`config.mk`:
```
export PLATFORM = sky130hd
export DESIGN_NAME = ad_rom_arbiter
export DESIGN_NICKNAME = d
export VERILOG_FILES = /design/src/rtl/ad_rom_arb_pkg.sv /design/src/rtl/ad_rom_rr_arb2.sv /design/src/rtl/ad_rom_arbiter.sv
export SDC_FILE = /design/constraint.sdc
export NUM_CORES = 1
export LEC_CHECK = 0
export ABC_CLOCK_PERIOD_IN_PS = 2500
export CAP_MARGIN = 20
export CORE_UTILIZATION = 44
export CTS_BUF_LIST = sky130_fd_sc_hd__clkbuf_4 sky130_fd_sc_hd__clkbuf_8
export CTS_CLUSTER_DIAMETER = 100
export DETAILED_ROUTE_END_ITERATION = 7
export PLACE_DENSITY = 0.82
export REMOVE_ABC_BUFFERS = 1
export SETUP_SLACK_MARGIN = 0.4
export SYNTH_ARGS = -nofsm -noshare
export SYNTH_HDL_FRONTEND = slang
export SYNTH_SLANG_ARGS = --single-unit
```
`constraint.sdc`:
```
create_clock -name clk -period 2.5 [get_ports clk]
set_input_delay 0.5 -clock clk [delete_from_list [all_inputs] [get_ports clk]]
set_output_delay 0.5 -clock clk [all_outputs]
set_load 0.02 [all_outputs]
```
`src/rtl/ad_rom_arb_pkg.sv`:
```
// Shared types and sizes for the A/D ROM arbiter.
// Includes the request-pick helper used by the 2-way arbiter.
package ad_rom_arb_pkg;

  localparam int AD_ROM_ADDR_W = 7;
  localparam int AD_ROM_DATA_W = 16;

  typedef enum logic [1:0] {
    IDLE    = 2'd0,
    GRANT   = 2'd1,
    WAIT    = 2'd2,
    CAPTURE = 2'd3
  } arb_state_e;

  // One-hot grant for two requesters; on a tie the requester not served last wins.
  function automatic logic [1:0] rr_pick(input logic [1:0] req, input logic last_grant);
    logic [1:0] g;
    g = req;
    if (req == 2'b11) begin
      g = last_grant ? 2'b01 : 2'b10;
    end
    return g;
  endfunction

endpackage

```
`src/rtl/ad_rom_rr_arb2.sv`:
```
// 2-way combinational grant plus last_grant history; round-robin by default,
// fixed priority (requester 0 wins ties) when AD_ROM_ARB_FIXED_PRIO_EN is defined.
module ad_rom_rr_arb2
  import ad_rom_arb_pkg::*;
(
  input  logic       clk,
  input  logic       reset,
  input  logic [1:0] req,
  input  logic       update,
  output logic [1:0] grant
);

  logic last_grant;

`ifdef AD_ROM_ARB_FIXED_PRIO_EN
  always_comb begin
    grant = 2'b00;
    if (req[0]) begin
      grant = 2'b01;
    end else if (req[1]) begin
      grant = 2'b10;
    end
  end
`else
  always_comb begin
    grant = rr_pick(req, last_grant);
  end
`endif

  // Reset value 1 makes requester 0 win the first tie after reset.
  always_ff @(posedge clk or posedge reset) begin
    if (reset) begin
      last_grant <= 1'b1;
    end else if (update) begin
      last_grant <= grant[1];
    end
  end

endmodule

```
`src/rtl/ad_rom_arbiter.sv`:
```
// Shares the single-port A/D ROM between two requesters; one access per 3 clk, ack to rvalid 3 clk.
// Tie-break is round-robin unless AD_ROM_ARB_FIXED_PRIO_EN is defined (requester 0 always wins).
module ad_rom_arbiter
  import ad_rom_arb_pkg::*;
#(
  parameter int ADDR_W = AD_ROM_ADDR_W,
  parameter int DATA_W = AD_ROM_DATA_W
) (
  input  logic              clk,
  input  logic              reset,
  input  logic              req0,
  input  logic              req1,
  input  logic [ADDR_W-1:0] addr0,
  input  logic [ADDR_W-1:0] addr1,
  output logic              ack0,
  output logic              ack1,
  output logic [DATA_W-1:0] rdata0,
  output logic [DATA_W-1:0] rdata1,
  output logic              rvalid0,
  output logic              rvalid1,
  output logic              busy,
  output logic [ADDR_W-1:0] rom_address,
  input  logic [DATA_W-1:0] rom_readdata
);

  arb_state_e state_q, state_n;
  logic [1:0] grant;
  logic       arb_point;
  logic       arb_en;
  logic       gnt_id_q;

  // Arbitration happens in IDLE and overlaps the rvalid cycle of the previous access.
  assign arb_point = (state_q == IDLE) || (state_q == CAPTURE);
  assign arb_en    = arb_point && (req0 || req1) && !reset;

  ad_rom_rr_arb2 u_arb (
    .clk    (clk),
    .reset  (reset),
    .req    ({req1, req0}),
    .update (arb_en),
    .grant  (grant)
  );

  always_ff @(posedge clk or posedge reset) begin
    if (reset) begin
      state_q <= IDLE;
    end else begin
      state_q <= state_n;
    end
  end

  always_comb begin
    state_n = state_q;
    ack0    = 1'b0;
    ack1    = 1'b0;
    rvalid0 = 1'b0;
    rvalid1 = 1'b0;
    busy    = (state_q != IDLE);
    case (state_q)
      IDLE: begin
        if (arb_en) begin
          ack0    = grant[0];
          ack1    = grant[1];
          state_n = GRANT;
        end
      end
      GRANT: begin
        state_n = WAIT;
      end
      WAIT: begin
        state_n = CAPTURE;
      end
      CAPTURE: begin
        rvalid0 = !gnt_id_q;
        rvalid1 = gnt_id_q;
        if (arb_en) begin
          ack0    = grant[0];
          ack1    = grant[1];
          state_n = GRANT;
        end else begin
          state_n = IDLE;
        end
      end
      default: begin
        state_n = IDLE;
      end
    endcase
  end

  always_ff @(posedge clk or posedge reset) begin
    if (reset) begin
      rom_address <= '0;
      gnt_id_q    <= 1'b0;
    end else if (arb_en) begin
      rom_address <= grant[1] ? addr1 : addr0;
      gnt_id_q    <= grant[1];
    end
  end

  // The ROM output is valid during WAIT; only the granted requester's word moves.
  always_ff @(posedge clk or posedge reset) begin
    if (reset) begin
      rdata0 <= '0;
      rdata1 <= '0;
    end else if (state_q == WAIT) begin
      if (gnt_id_q) begin
        rdata1 <= rom_readdata;
      end else begin
        rdata0 <= rom_readdata;
      end
    end
  end

endmodule

```
# --- Yosys cells after proc, flatten, opt, wreduce, memory -nomap -nowiden ---
# Index checks and enable logic that the tools add are counted.
classes:
  n_lt_le_gt_ge: 0
  bitwise_logic: 1
  eq_ne: 5
  n_shift: 0
  div: 0
  reduce_logical: 11
  muxes: 12
  mul: 0
  addsub: 0
ops:
  columns: ["operator", "count"]
  rows:
  - ["$pmux 2 s4", 1]
  - ["$mux 1", 7]
  - ["$mux 7", 1]
  - ["$eq 2x2->1 const B", 3]
  - ["$mux 2", 3]
  - ["$reduce_and 2->1", 2]
  - ["$eq 2x1->1 const B", 1]
  - ["$logic_and 1x1->1", 2]
  - ["$logic_not 1->1", 2]
  - ["$logic_not 2->1", 1]
  - ["$logic_or 1x1->1", 2]
  - ["$ne 2x2->1 const B", 1]
  - ["$reduce_bool 2->1", 1]
  - ["$reduce_or 2->1", 1]
  - ["$not 1->1", 1]
word_totals:
  wordCells: 35
  input_bits: 34
  out_inout_bits: 44
  latch_bits: 0
  rom_bits: 0
  register_bits: 43
  memories: 0
  mem_bits_rw: 0

# --- Logic depth before layout (Yosys ltp) ---
# Gate-level depths: netlist of run 1.
logic_depth:
  depth_word: 6
  depth_mapped: 6
  mapped_depth_nobuf: 5

# --- Modules after synthesis ---
# A second synthesis of run 1 with hierarchy kept.
hier_totals:
  hier_cells: 125
  area_unflattened_um2: 1935.6
modules_own_cells:
  columns: ["mod", "seq_area_each_um2", "area_per_inst_um2", "n_inst", "cells_per_inst"]
  rows:
  - ["ad_rom_arbiter", 1051.0, 1868.0, 1, 119]
  - ["ad_rom_rr_arb2", 26.3, 67.6, 1, 6]

# --- Worst setup path after synthesis of run 1 ---
# Ideal clock, no wire load.
synth_timing:
  path_kind: "register to output"
  start: "register state_q[0]"
  end: "output port ack0"
  stages_incl_launch_ff: 7
  required_time_ps: 2000
  setup_slack_ps: 246
  n_path_buf: 1
  t_arrival_ps: 1754
  path_cell_list: "dfrtp_1 > inv_1 > ha_1 > nor2_1 > buf_2 > nand2_1 > a21oi_1"
synth_between:
  elab_chain_len: 6
  word_cells_on_any_way: 8
  cone_classes: "1 x eq/ne; 2 x mux; 5 x reduce/logical"
synth_lines:
  columns: ["item", "line", "text"]
  rows:
  - ["from (decl)", "ad_rom_arbiter.sv:26", "arb_state_e state_q, state_n;"]
  - ["from (signal assigned)", "ad_rom_arbiter.sv:48", "state_q <= state_n;"]
  - ["$eq 2x2->1 or $logic_not 2->1 (tied branches)", "ad_rom_arbiter.sv:33, ad_rom_arbiter.sv:59", null]
  - ["$logic_or 1x1->1", "ad_rom_arbiter.sv:33", "assign arb_point = (state_q == IDLE) || (state_q == CAPTURE);"]
  - ["$logic_and 1x1->1 (2 in series)", "ad_rom_arbiter.sv:34", "assign arb_en = arb_point && (req0 || req1) && !reset;"]
  - ["$mux 1", "ad_rom_arbiter.sv:61, ad_rom_arbiter.sv:76", null]
  - ["$mux 1 (*)", null, null]
  - ["to (decl)", "ad_rom_arbiter.sv:15", "output logic ack0,"]
# Mark *: on every way between the ends. The rest lies on a longest branch, timed or not.

# --- Final worst setup path of run 1 ---
# Same ends and word-level chain as after synthesis.

==> impl_metrics.env, run 1 <==
export IMPL_worst_setup_hold_path_clk_slew_ns=0.08
export IMPL_ys_seq_elements=43
export IMPL_worst_slew_margin_rel_pct=40.5
export IMPL_cts_buffers=5
export IMPL_die_height_um=66.7
export IMPL_final_common_cell="clkdlybuf4s50_1"
export IMPL_std_cell_rows=23
export IMPL_achievable_frequency_mhz=500
export IMPL_groute_layer_met2_usage_pct=35.5
export IMPL_worst_setup_path_type="reg -> out"
export IMPL_use_met1_pct=23.6
export IMPL_tightest_slew_ns=0.892
export IMPL_antenna_found_initial=0
export IMPL_crit_arrival_ns=1.50
export IMPL_die_width_um=66.7
export IMPL_area_share_of_the_largest_cell_type_after_synthesis_pct=57.1
export IMPL_seq_area_frac_synth_pct=58.5
export IMPL_clock_insertion_delay_worst_skew_ns=0.29
export IMPL_vdd_ir_drop_max_mv=0.609
export IMPL_fin_cells=272
export IMPL_grt_overflow_total=0
export IMPL_fillCellCount=280
export IMPL_dpl_hpwl_um=3050
export IMPL_post_drt_wl_per_cell_um=15.8
export IMPL_worst_ep_required_time_ns=2.00
export IMPL_run_status="completed"
export IMPL_mapped_cell_area_mm2=0.00184
export IMPL_final_period_utilization_pct=80.0
export IMPL_clock_sink_count=43
export IMPL_die_area_mm2=0.00445
export IMPL_clock_skew_ns=0.00540
export IMPL_cp_end_kind="primary output"
export IMPL_power_static_leakage_nw=1.26
export IMPL_syn_area_per_cell_um2=13.7
export IMPL_setup_worst_path_start="state_q[0]$_DFFE_PP0P_"
export IMPL_finalHoldViolCount=0
export IMPL_ys_warn_count=0
export IMPL_rsz0062_at_grt="false"
export IMPL_grt_use_total_pct=20.7
export IMPL_finalWorstPathRequiredPeriod_ns=2.00
export IMPL_cts_hold_repair_buffers=0
export IMPL_detail_route_iter0_violations=54
export IMPL_place_detailed_instances=260
export IMPL_synthCells=134
export IMPL_grt_pass1_vias=1439
export IMPL_final_setup_viol_count=0
export IMPL_routed_via_count=1397
export IMPL_root_buffer="clkbuf_8"
export IMPL_initial_utilization_pct=46.0
export IMPL_io_pins=78
export IMPL_report_power_total_mw=4.06
export IMPL_grt_start_max_net_pins=44
export IMPL_worst_r2r_startpoint="state_q[0]$_DFFE_PP0P_"
export IMPL_synthToLayoutAreaGrowth_pct=55.6
export IMPL_detail_route_first_pass_iterations=4
export IMPL_final_core_util_pct=71.7
export IMPL_timing_hold_worst_class="in -> reg"
export IMPL_first_pass_grt_wire_length_um=6670
export IMPL_detail_route_antenna_nets=0
export IMPL_crit_end="ack0"
export IMPL_vias_per_cell=5.14
export IMPL_final_net_count=259
export IMPL_slew_viol_final=0
export IMPL_min_from="req0"
export IMPL_worst_r2r_setup_slack_ns=0.51
export IMPL_worstPathMaxFanout=4
export IMPL_post_synth_main_area_contributors="dfrtp_1 (57%), mux2_2 (20%), mux2i_1 (3.3%)"
export IMPL_power_per_cell_area_mw_per_mm2=1420
export IMPL_detail_route_wirelength_um=4290
export IMPL_place_congestion=0.732
export IMPL_port_buffers=77
export IMPL_fp_coreArea_mm2=0.00400
export IMPL_grt_busiest_layer="met2"
export IMPL_globalRouteMet3Util_pct=6.85
export IMPL_crit_reg2reg_capture="rdata0[4]$_DFFE_PP0P_"
export IMPL_max_cap_violations=0
export IMPL_num_antenna_cells=0
export IMPL_netlist_cell_type_count=26
export IMPL_final_cell_mix="clkdlybuf4s50_1 (70), dfrtp_1 (42), mux2_2 (33), buf_4 (12)"
export IMPL_drive_gt1_share_pct=28.8
export IMPL_cts_tree="yes"
export IMPL_cts_max_level=2
export IMPL_synth_top_cell_by_area="dfrtp_1"
export IMPL_reg2reg_depth=5
export IMPL_worstSetupStartpointType="flop"
export IMPL_remaining_drc_errors=0
export IMPL_clk_path_buf_depth=2
==> synth_stat cells (all sizes together) <==
cell,n
dfrtp,42
mux2,34
a21oi,8
a31oi,7
buf,6
mux2i,6
inv,5
ha,4
nand2,3
nand2b,2
nor2b,2
nor3,2
nor3b,2
a21bo,1
a21o,1
a22oi,1
a31o,1
and2,1
clkbuf,1
dfstp,1
nand3,1
nor2,1
or2,1
or3b,1
==> how the worst min path moves through the flow <==
| stage | endpoint | slack [ns] | depth (start not counted) |
|---|---|---|---|
| 5_1_grt | u_arb.last_grant$_DFFE_PP1P_ | 0.46 | 2 |
| 6_report | u_arb.last_grant$_DFFE_PP1P_ | 0.47 | 2 |
| 3_3_place_gp | rdata0[9]$_DFFE_PP0P_ | 0.49 | 1 |
| 2_1_floorplan | gnt_id_q$_DFFE_PP0P_ | 0.50 | 1 |
| 3_5_place_dp | rdata1[4]$_DFFE_PP0P_ | 0.49 | 1 |
| 4_1_cts | rdata0[10]$_DFFE_PP0P_ | 0.51 | 1 |
==> registers in the layout, indices dropped and copies added (netlist names) <==
signal / count
u_arb.last_grant: 1
rdata1: 16
gnt_id_q: 1
state_q: 2
rdata0: 16
rom_address: 7
==> routing by layer <==
| metal | up-vias | share of wire [%] |
|---|---|---|
| met2 | 67 | 49 |
| met4 | 0 | 2.0 |
| li1 | 648 | - |
| met3 | 9 | 7.8 |
| met5 | - | 0 |
| met1 | 673 | 41 |
==> cells by family after synthesis <==
kind of cell,Yosys count,synth area share [%]
compound gates,19,6.39
fa+ha+maj,4,2.72
buf+inv,12,3.19
flops,43,58.5
mux,40,24.3
simple gates,16,4.96
==> final cells by class <==
class	count	area (µm²)	area share (%)
Tap cell	50	62.6	2.18
Sequential cell	43	1080	37.6
Clock inverter	2	60.1	2.10
Inverter	5	18.8	0.655
Multi-Input combinational cell	79	729	25.4
Timing Repair Buffer	87	842	29.4
Clock buffer	6	76.3	2.66
==> stage by stage <==
stage / area (µm²) / hold WS (ns) / TNS [ns] / worst slack [ns]
floorplan: 1800 / 0.499 / 0 / 0.167
global placement: 2680 / 0.487 / -0.0601 / -0.0601
detailed placement: 2680 / 0.493 / -0.0879 / -0.0879
CTS: 2830 / 0.511 / 0 / 0.345
global route: 2870 / 0.460 / 0 / 0.401
finish: 2870 / 0.468 / 0 / 0.499
==> worst max-delay path, stage by stage, from the launching register on <==
cell and delay, ns:
dfrtp_1 0.42, inv_2 0.11, ha_4 0.22, nor2_2 0.13
nand2_1 0.08, a21oi_2 0.10, buf_4 0.15
==> where the power goes <==
group | internal, mW | switching [mW] | total [mW]
Combinational | 1.15 | 1.01 | 2.16
Sequential | 1.06 | 0.208 | 1.27
Clock | 0.410 | 0.224 | 0.634
Total | 2.62 | 1.44 | 4.06
==> what timing repair did <==
action | in CTS | in global routing
pin swaps | 0 | 2
resized for setup | 14 | 8
setup buffers | 3 | 1
setup endpoints to repair | 5 | 2
(Power assumes the default switching activity.)
==> run 2, diff against run 1 <==
--- a/config.mk
+++ b/config.mk
@@ -5,7 +5,7 @@
 export SDC_FILE = /design/constraint.sdc
 export NUM_CORES = 1
 export LEC_CHECK = 0
-export ABC_CLOCK_PERIOD_IN_PS = 2500
+export ABC_CLOCK_PERIOD_IN_PS = 2060
 export CAP_MARGIN = 20
 export CORE_UTILIZATION = 44
 export CTS_BUF_LIST = sky130_fd_sc_hd__clkbuf_4 sky130_fd_sc_hd__clkbuf_8
==> constraint.sdc (replaced) <==
create_clock -name clk -period 2.06 [get_ports clk]
set_input_delay 0.412 -clock clk [delete_from_list [all_inputs] [get_ports clk]]
set_output_delay 0.412 -clock clk [all_outputs]
set_load 0.02 [all_outputs]
==> run 2 against run 1 <==
Clock-buffer cell count did not move; via count rose by 2.9%; design area rose by 3.7%; flip-flop and latch count did not move; combinational power rose by 20%; clock power rose by 6.3%; cell count rose by 2.9%; sequential power rose by 20%; largest cell class unchanged.
==> impl_metrics.env, run 2 (synthesis results as in run 1) <==
export IMPL_registers_with_the_highest_flip_flop_counts="rdata0 x16, rdata1 x16, rom_address x7"
export IMPL_final_net_count=267
export IMPL_place_detailed_instances=266
export IMPL_run_status="completed"
export IMPL_worst_slew_margin_rel_pct=44.6
export IMPL_die_area_mm2=0.00445
export IMPL_die_height_um=66.7
export IMPL_fin_cells=280
export IMPL_remaining_drc_errors=0
export IMPL_clock_sink_count=43
export IMPL_power_per_cell_area_mw_per_mm2=1620
export IMPL_final_common_cell="dfrtp_1"
export IMPL_dpl_hpwl_um=3140
export IMPL_final_setup_viol_count=0
export IMPL_slew_viol_final=0
export IMPL_cell_area_after_placement_mm2=0.00275
export IMPL_grt_overflow_total=0
export IMPL_crit_reg2reg_capture="rdata0[1]$_DFFE_PP0P_"
export IMPL_cts_tree="yes"
export IMPL_initial_utilization_pct=46.0
export IMPL_drive_gt1_share_pct=35.7
export IMPL_post_route_cell_area_mm2=0.00297
export IMPL_place_congestion=0.705
export IMPL_worstPathMaxFanout=3
export IMPL_synthToLayoutAreaGrowth_pct=61.3
export IMPL_final_period_utilization_pct=88.6
export IMPL_worst_setup_path_type="reg -> out"
export IMPL_post_drt_wl_per_cell_um=15.7
export IMPL_detail_route_wirelength_um=4390
export IMPL_tightest_slew_ns=0.826
export IMPL_clk_path_buf_depth=2
export IMPL_final_cell_mix="dfrtp_1 (42), mux2_2 (33), clkdlybuf4s50_1 (31), dlygate4sd2_1 (30), buf_4 (17)"
export IMPL_report_power_total_mw=4.81
export IMPL_grt_use_total_pct=20.7
export IMPL_holdPathStages=2
export IMPL_num_antenna_cells=0
export IMPL_timing_hold_worst_class="in -> reg"
export IMPL_first_pass_grt_wire_length_um=6580
export IMPL_grt_start_max_net_pins=23
export IMPL_finalWorstPathRequiredPeriod_ns=1.82
export IMPL_reg2reg_depth=7
export IMPL_vias_per_cell=5.14
export IMPL_detail_route_first_pass_iterations=2
export IMPL_clock_insertion_delay_worst_skew_ns=0.29
export IMPL_finalHoldViolCount=0
export IMPL_detail_route_iter0_violations=43
export IMPL_min_from="req0"
export IMPL_vdd_ir_drop_max_mv=0.733
export IMPL_worst_r2r_setup_slack_ns=0.47
export IMPL_grt_pass1_vias=1439
export IMPL_achievable_frequency_mhz=548
export IMPL_io_pins=78
export IMPL_port_buffers=77
export IMPL_worstSetupStartpointType="flop"
export IMPL_worst_ep_required_time_ns=1.65
export IMPL_routed_via_count=1438
export IMPL_worst_r2r_startpoint="state_q[0]$_DFFE_PP0P_"
export IMPL_rsz0062_at_grt="true"
export IMPL_cts_buffers=5
export IMPL_power_static_leakage_nw=1.44
export IMPL_std_cell_rows=23
export IMPL_hold_path_end="u_arb.last_grant$_DFFE_PP1P_"
export IMPL_detail_route_antenna_nets=0
export IMPL_root_buffer="clkbuf_8"
export IMPL_max_cap_violations=0
export IMPL_fillCellCount=255
export IMPL_fp_coreArea_mm2=0.00400
export IMPL_crit_arrival_ns=1.41
export IMPL_cp_end_kind="primary output"
export IMPL_worst_setup_hold_path_clk_slew_ns=0.08
export IMPL_cts_max_level=2
export IMPL_die_width_um=66.7
export IMPL_antenna_found_initial=0
export IMPL_clock_skew_ns=0.00645
## run 2: cell count changes in the layout (fill, tap and decap cells not counted), sizes merged
cell	before	now
clkbuf	6	7
dlygate4sd2	3	30
clkdlybuf4s50	70	31
clkinv	1	2
bufinv	2	1
buf	12	22
dlymetal6s2s	2	11
## run 2: timing repair
item / 4_1_cts / 5_1_grt
gates resized for setup: 59 / 24
pin swaps: 3 / 2
buffers inserted: 4 / 1
cloned: 0 / 1
hold buffers: 0 / 0
endpoints found under the setup margin: 35 / 46
## run 2: stage by stage
stage	setup slack, ns	TNS, ns	hold slack [ns]	util [%]
finish	0.236	0	0.491	74.3
global placement	-0.334	-0.503	0.487	68.8
global route	0.185	0	0.496	74.3
floorplan	-0.185	-0.185	0.482	-
detailed placement	-0.377	-0.559	0.493	68.8
CTS	0.229	0	0.484	71.8
## run 2: how the worst max path moves through the flow
stage | startpoint | end | slack [ns] | depth (start not counted)
3_3_place_gp | req1 | ack1 | -0.33 | 4
3_5_place_dp | req1 | ack1 | -0.38 | 4
6_report | state_q[1]$_DFFE_PP0P_ | ack0 | 0.24 | 6
2_1_floorplan | state_q[0]$_DFFE_PP0P_ | ack0 | -0.19 | 5
4_1_cts | state_q[0]$_DFFE_PP0P_ | ack0 | 0.23 | 6
5_1_grt | state_q[0]$_DFFE_PP0P_ | ack0 | 0.19 | 6
## run 2: cell type report
type                    instances  area, µm²  share of cell area [%]
flip-flops and latches         43       1080                    36.3
inverters                       5       18.8                   0.632
well taps                      50       62.6                    2.11
clock buffers                   6       82.6                    2.78
multi-input cells              79        767                    25.8
clock inverters                 2       35.0                    1.18
repair buffers                 95        928                    31.2
## run 2: power by group
group,internal [mW],switching (mW),total [mW]
sequential,1.29,0.240,1.53
combinational,1.32,1.29,2.60
clock,0.392,0.281,0.674
total,3.00,1.81,4.81
## run 2: routing by layer
layer / GRT usage (%) / vias to the layer above / share of wire, %
met2: 37.4 / 65 / 51
met5: 0 / - / 0
met3: 7.19 / 8 / 7.4
met4: 6.12 / 0 / 1.2
li1: - / 664 / -
met1: 22.4 / 701 / 41
## run 2: critical path, stage by stage, from the launching register on
cell and delay [ns]:
dfrtp_1 0.41, inv_2 0.09, ha_4 0.21, nor2_4 0.09, nand2_1 0.07, a21oi_2 0.10
buf_4 0.15
